### src/rtl/pulse_req_arbiter_pkg.sv
// Shared definitions for the pulse request arbiter and related system arbiters.
//   clog2       : ceiling log2 for sizing index/counter fields at elaboration
//   DEFAULT_GAP : idle-gap setting used by system-level arbiter instances
package pulse_req_arbiter_pkg;

    localparam int DEFAULT_GAP = 1;

    function automatic int clog2(input int v);
        int r;
        r = 0;
        for (int i = 0; i < 32; i++) begin
            if ((1 << r) < v) r = r + 1;
        end
        return r;
    endfunction

endpackage

### src/rtl/pulse_req_arbiter_rr_pick.sv
// Combinational round-robin picker.
//   req    : request vector
//   ptr    : highest-priority index; search ascends from here with wrap
//   gnt    : one-hot winner (all zero when nothing requested)
//   gnt_id : index of the winner (0 when nothing requested)
//   any    : at least one request present
module rr_pick #(
    parameter int N_REQ = 4,
    parameter int ID_W  = 2
) (
    input  logic [N_REQ-1:0] req,
    input  logic [ID_W-1:0]  ptr,
    output logic [N_REQ-1:0] gnt,
    output logic [ID_W-1:0]  gnt_id,
    output logic             any
);

    // One extra bit so ptr + offset never overflows before the wrap compare,
    // which keeps non-power-of-two N_REQ correct.
    localparam logic [ID_W:0] N_L = (ID_W+1)'(N_REQ);

    logic [ID_W:0] idx;

    always_comb begin
        gnt    = '0;
        gnt_id = '0;
        any    = 1'b0;
        idx    = '0;
        for (int i = 0; i < N_REQ; i++) begin
            idx = {1'b0, ptr} + (ID_W+1)'(i);
            if (idx >= N_L) idx = idx - N_L;
            if (!any && req[idx[ID_W-1:0]]) begin
                any                  = 1'b1;
                gnt[idx[ID_W-1:0]]   = 1'b1;
                gnt_id               = idx[ID_W-1:0];
            end
        end
    end

endmodule

### src/rtl/pulse_req_arbiter.sv
// Edge-to-pulse arbiter: captures rising edges of N_REQ level enables as
// pending events and serves them round-robin as single-cycle pulses with a
// minimum idle gap between pulses.
//   CLK, RST     : clock (rising edge), async active-low reset
//   pulse_en     : per-requester level enable; each 0->1 is one event
//   ovf_clr      : strobe clearing all overflow flags
//   pulse_signal : registered one-cycle pulse per grant
//   pulse_id     : served requester, holds last value between pulses
//   pending      : registered pending-event flags
//   overflow     : sticky lost-event flags
module pulse_req_arbiter
    import pulse_req_arbiter_pkg::*;
#(
    parameter int N_REQ = 4,
    parameter int ID_W  = 2,
    parameter int GAP   = DEFAULT_GAP
) (
    input  logic             CLK,
    input  logic             RST,
    input  logic [N_REQ-1:0] pulse_en,
    input  logic             ovf_clr,
    output logic             pulse_signal,
    output logic [ID_W-1:0]  pulse_id,
    output logic [N_REQ-1:0] pending,
    output logic [N_REQ-1:0] overflow
);

    localparam int GW = (clog2(GAP + 1) < 1) ? 1 : clog2(GAP + 1);

    logic [N_REQ-1:0] en_q;
    logic [N_REQ-1:0] rise;
    logic [N_REQ-1:0] pick;
    logic [N_REQ-1:0] grant;
    logic [N_REQ-1:0] drop;
    logic [ID_W-1:0]  pick_id;
    logic [ID_W-1:0]  rr_ptr;
    logic [GW-1:0]    gap_cnt;
    logic             pick_any;
    logic             grant_ok;

    rr_pick #(.N_REQ(N_REQ), .ID_W(ID_W)) u_pick (
        .req    (pending),
        .ptr    (rr_ptr),
        .gnt    (pick),
        .gnt_id (pick_id),
        .any    (pick_any)
    );

    assign rise     = pulse_en & ~en_q;
    assign grant_ok = pick_any && (gap_cnt == '0);
    assign grant    = grant_ok ? pick : '0;
    // A second edge on a requester that is still waiting is lost.
    assign drop     = rise & pending & ~grant;

    always_ff @(posedge CLK or negedge RST) begin
        if (!RST) begin
            en_q         <= '0;
            pending      <= '0;
            overflow     <= '0;
            pulse_signal <= 1'b0;
            pulse_id     <= '0;
            gap_cnt      <= '0;
            rr_ptr       <= '0;
        end else begin
            en_q     <= pulse_en;
            // rise ORed last so an edge arriving as its requester is granted
            // remains pending as a fresh event.
            pending  <= rise | (pending & ~grant);
            // New drops take priority over a coincident clear.
            overflow <= (ovf_clr ? '0 : overflow) | drop;
            if (grant_ok) begin
                pulse_signal <= 1'b1;
                pulse_id     <= pick_id;
                rr_ptr       <= (pick_id == ID_W'(N_REQ - 1)) ? '0 : pick_id + ID_W'(1);
                gap_cnt      <= GW'(GAP);
            end else begin
                pulse_signal <= 1'b0;
                if (gap_cnt != '0) gap_cnt <= gap_cnt - GW'(1);
            end
        end
    end

endmodule
### config.mk
export PLATFORM = sky130hd
export DESIGN_NAME = pulse_req_arbiter
export DESIGN_NICKNAME = d
export VERILOG_FILES = /design/src/rtl/pulse_req_arbiter_pkg.sv /design/src/rtl/pulse_req_arbiter_rr_pick.sv /design/src/rtl/pulse_req_arbiter.sv
export SDC_FILE = /design/constraint.sdc
export NUM_CORES = 1
export LEC_CHECK = 0
export BUFFER_PORTS_ARGS = -buffer_cell sky130_fd_sc_hd__buf_2
export CORE_MARGIN = 4
export CORE_UTILIZATION = 60
export DETAILED_ROUTE_END_ITERATION = 10
export PLACE_DENSITY_LB_ADDON = 0.25
export RECOVER_POWER = 50
export SETUP_SLACK_MARGIN = 0.1
export SYNTH_ARGS = -nofsm -noshare
export SYNTH_HDL_FRONTEND = slang
export SYNTH_SLANG_ARGS = --single-unit
### constraint.sdc
create_clock -name CLK -period 8.05 [get_ports CLK]
set_clock_uncertainty 0.1 [all_clocks]
set_input_delay 0.805 -clock CLK [delete_from_list [all_inputs] [get_ports CLK]]
set_output_delay 0.805 -clock CLK [all_outputs]
set_load 0.01 [all_outputs]
---- After elaboration in Yosys (flattened, before gate mapping) ----
Cells that the tools add are included.
storage, ports and cells
  logic and storage cells ................. 90
  flip-flop bits (word level) ............. 18
  bits of input ports ..................... 7
  output and inout port bits .............. 11
operators by class
  equal/unequal tests ..................... 1
  add/subtract/negate cells ............... 9
  bitwise operators ....................... 12
  magnitude comparators ................... 12
  reductions and logical operators ........ 11
  multiplexer cells ....................... 38
operators with widths
  cell                                                                           number
  4-bit 2-to-1 mux                                                               6
  4-bit OR                                                                       5
  2-bit 2-to-1 mux                                                               9
  4-bit AND                                                                      4
  1-bit 2-to-1 mux                                                               15
  2-bit by 3-bit less-than comparator with 1-bit output (second input constant)  4
  3-bit >= comparator (second input constant)                                    3
  1-bit binary-select mux with 2-bit select                                      4
  1-bit demux with 2-bit select                                                  4
  2-bit by 1-bit >= comparator with 1-bit output (second input constant)         4
  1-bit logical AND                                                              8
  4-bit inverter                                                                 2
  2-bit by 1-bit subtractor with 2-bit output (second input constant)            4
  2-bit by 2-bit adder with 3-bit output (second input constant)                 2
  2-bit by 1-bit adder with 3-bit output (second input constant)                 1
  2-bit by 3-bit >= comparator with 1-bit output (second input constant)         1
  1-bit logical NOT                                                              3
  2-bit by 1-bit adder with 2-bit output (second input constant)                 1
  2-bit equality test (second input constant)                                    1
  1-bit inverter                                                                 1
  1-bit subtractor (second input constant)                                       1

---- Logic depth before layout (Yosys ltp) ----
  depth in word-level cells ............... 19
  gate-level depth with buffers ........... 9

---- By module ----
From an unflattened synthesis, not the netlist that was laid out.
second synthesis, totals
  cells, all modules ...................... 94
  area total of the unflattened synthesis .. 1126.1 um2
by module, submodules not included
  module             cells an instance  instances  area an instance (um2)  sequential area each (um2)
  pulse_req_arbiter  49                 1          704.4                   425.4
  rr_pick            45                 1          421.7                   0.0

---- Worst setup path before layout ----
OpenSTA, ideal clock, no wires.
  kind .................................... flip-flop to flip-flop
  from .................................... register rr_ptr[1]
  to ...................................... register rr_ptr[1]
  buffers on the path ..................... 2
  stages on the path, launching flop included .. 10
  data required time ...................... 7.820 ns
  setup time .............................. 0.130 ns
  arrival ................................. 2.439 ns
  setup slack ............................. 5.381 ns
  cells stage by stage .................... dfrtp_1 -> buf_1 -> inv_1 -> ha_1 -> buf_2 -> mux2i_2 -> o32ai_1 -> a221oi_1 -> xnor2_1 -> mux2i_1
on the way
  cells in the longest elaborated chain, start to end .. 16
ends and longest elaborated chain
  element                                                                                          line                     text
  from (decl)                                                                                      pulse_req_arbiter.sv:36  logic [ID_W-1:0] rr_ptr;
  from (signal assigned)                                                                           pulse_req_arbiter.sv:74  rr_ptr <= (pick_id == ID_W'(N_REQ - 1)) ? '0 : pick_id + ID_W'(1);
  parallel branches: the longest is 16 deep, another holds 2-bit by 1-bit adder with 3-bit output  n/a
Parallel ways; which one is timed is not known. The select of a mux whose other input is x is not followed.
A chain may end at the register's enable or synchronous reset.

==> flow_summary.yaml <==
setup_path:
  path_cells: "inv_1 -> ha_1 -> or3b_1 -> a2111oi_2 -> o31ai_1 -> o2111ai_1 -> o31ai_1"
  crit_required_ns: 8.12
  cp_max_fo: 14
  r2r_end: "overflow[1]$_DFF_PN0_"
  critPathLaunchType: "register"
  reg2reg_depth: 7
  worstSetupPathType: "reg2reg"
  arrival_ns: 3.15
  slowest_delay_ns: 0.66
  cp-end-kind: "register"
  crit_top_cell: "o31ai_1"
  rrSetupSlack_ns: 4.97
  crit_slowest_cell: "dfrtp_1"
sta:
  max_freq_mhz: 325
  relSlewSlack: 0.422
  hold_viol: 0
  tightest_slew_ns: 0.866
  setup_tns_ns: 0
  rsz0062_at_grt: "no"
  finalCritPeriodShare: 0.383
  period_minus_slack_ns: 3.08
  setup_violations: 0
  final-max-slew-violation-count: 0
clock_network:
  post-cts-setup-buffer-count: 0
  cts-root-buf: "clkbuf_4"
  path_clk_slew_ns: 0.10
  cts_tree: "done"
  htreeDepth: 1
  cts_inserted_buffers: 3
  cts.path.max_buffers: 2
  cts.sinks: 17
  cts_resized: 0
  clk_latency_ns: 0.29
  ctsHoldBuffers: 0
final_layout:
  areaGrowthSynthToFinish_pct: 6.90
  drive_above_1_share: 0.153
  layout.cells.non_filler: 177
  fin_area_sq_mm: 0.00138
  antenna-diode-count: 0
  layout_common_cells: "dfrtp_1 (17), buf_2 (13), nor2_1 (9)"
  nFillCells: 170
  final_nets: 165
  final_common_cell: "dfrtp_1"
synthesis:
  synthDistinctLibCells: 47
  synth-seq-area-share: 0.330
  synth_area_sq_mm: 0.00129
  synth_nets: 153
  synth_enable_flop_cells: 0
  ys_seq_elements: 17
  synth_ff_type: "dfrtp_1"
  yosysWarnings: 0
  synth.avg_cell_area_sq_um: 9.26
  synth_cells: 139
  async_reset_ff_frac: 1.00
global_routing:
  grt_usage: 0.229
  overflow: 0
  grt_pass1_wl_microns: 4920
  grt_pass1_vias: 1055
  grt_max_degree: 23
  antenna_found_initial: 0
routing:
  wl_per_cell_microns: 15.8
  drcViolationCount: 0
  vias_per_cell: 6.38
  drtPass1Iterations: 5
  drt-initial-drc-count: 29
  totalWireLength_microns: 2800
  drtAntennaViolNets: 0
  vias: 1130
floorplanning:
  die_area_sq_mm: 0.00295
  die_h_microns: 54.3
  coreArea_sq_mm: 0.00200
  initial_core_util: 0.643
  rows: 16
  die_x_microns: 54.3
  io_pins: 18
place:
  placed_cell_area_sq_mm: 0.00135
  placed_cells: 173
  dp_hpwl_microns: 2040
  gp_congestion: 0.897
  portBuffers: 17
power:
  p_per_area_mw_per_mm2: 394
  power_leakage_nw: 0.601
  ir_worst_vdd_v: 0.000195
min_path:
  worstHoldPathCells: 2
  min_to: "overflow[1]$_DFF_PN0_"
  min_path_type: "reg2reg"
  worst_hold_startpoint: "overflow[1]$_DFF_PN0_"
outcome:
  status: "finished, final reports clean"
run:
  maxCapViolations: 0
## routing by layer
metal	global-route usage	routed length, microns	up-vias
met5	0	0	-
met3	0.0245	128	6
li1	-	-	543
met1	0.314	1340	545
met2	0.367	1290	36
met4	0.0913	43	0
## critical path: cells and delay by family, from the launching register on
family	cells	cell delay [ns]
DFF	1	0.66
and+or+nand+nor	1	0.46
adders and majority gates	1	0.56
buffers and inverters	1	0.31
AOI/OAI and AO/OA	4	0.87
## sequential cells by signal, summed over array words and instances (netlist names), named ones only
signal	flops
pulse_id	2
en_q	4
rr_ptr	1
gap_cnt	1
pending	4
overflow	4
## worst max path at each step
stage / startpoint / to / slack, ns / cells past startpoint
after floorplan: rr_ptr[1]$_DFFE_PN0P_ / rr_ptr[1]$_DFFE_PN0P_ / 5.38 / 9
after global placement: register / overflow[1]$_DFF_PN0_ / 5.10 / 7
after detailed placement: register / overflow[1]$_DFF_PN0_ / 5.02 / 7
after CTS: register / overflow[1]$_DFF_PN0_ / 5.01 / 7
after global routing: register / overflow[1]$_DFF_PN0_ / 4.79 / 7
final: register / overflow[1]$_DFF_PN0_ / 4.97 / 7
## per-stage QoR
| step | hold slack (ns) | power, W | utilization | worst slack (ns) |
|---|---|---|---|---|
| 5_1_grt | 0.463 | 0.000593 | 0.688 | 4.79 |
| 4_1_cts | 0.325 | 0.000542 | 0.690 | 5.01 |
| 2_1_floorplan | 0.399 | 0.000425 | - | 5.38 |
| 3_3_place_gp | 0.369 | 0.000488 | 0.676 | 5.10 |
| 6_report | 0.415 | 0.000542 | 0.688 | 4.97 |
| 3_5_place_dp | 0.386 | 0.000496 | 0.676 | 5.02 |
## synthesized netlist by cell type, types with 2 or more instances
cell	instances	share of area
a211oi_1	2	0.012
o31ai_1	5	0.029
nor3_1	2	0.0078
nand3b_1	2	0.012
clkbuf_1	2	0.0058
nand3_1	6	0.023
o21bai_1	3	0.017
nand2b_1	6	0.029
inv_1	6	0.017
o2111ai_1	2	0.014
dfrtp_1	17	0.33
o21ai_1	2	0.0078
nor2b_1	3	0.015
mux2i_1	5	0.039
or3b_1	2	0.014
buf_2	6	0.023
ha_1	7	0.068
nand2_1	8	0.023
o21ai_0	5	0.019
nand4_1	4	0.019
o32ai_1	2	0.014
mux4_2	2	0.035
o2bb2ai_1	3	0.020
nor2_1	9	0.026
a21oi_1	5	0.019
and3_1	2	0.0097
## logic make-up after synthesis
kind of cell,synth area share
flip-flops,0.330
buffers and inverters,0.0583
XOR/XNOR,0.00680
AND/OR/NAND/NOR,0.220
AO/OA/AOI/OAI,0.224
multiplexers,0.0933
adder cells (fa/ha/maj),0.0680
## cell type report
class / count / area [sq um] / area share
clock inverters: 1 / 5.00 / 0.00364
clock buffers: 3 / 22.5 / 0.0164
repair buffers: 17 / 80.1 / 0.0582
inverters: 6 / 22.5 / 0.0164
multi-input cells: 106 / 787 / 0.572
well taps: 27 / 33.8 / 0.0245
flip-flops and latches: 17 / 425 / 0.309
## report_power, final
part | switching (W) | internal (W) | leakage [nW] | total (W)
sequential | 0.0000690 | 0.000111 | 0.193 | 0.000180
combinational | 0.000172 | 0.000145 | 0.390 | 0.000318
clock | 0.0000263 | 0.0000185 | 0.0177 | 0.0000448
Note: power is estimated with default switching activity, not from simulation.
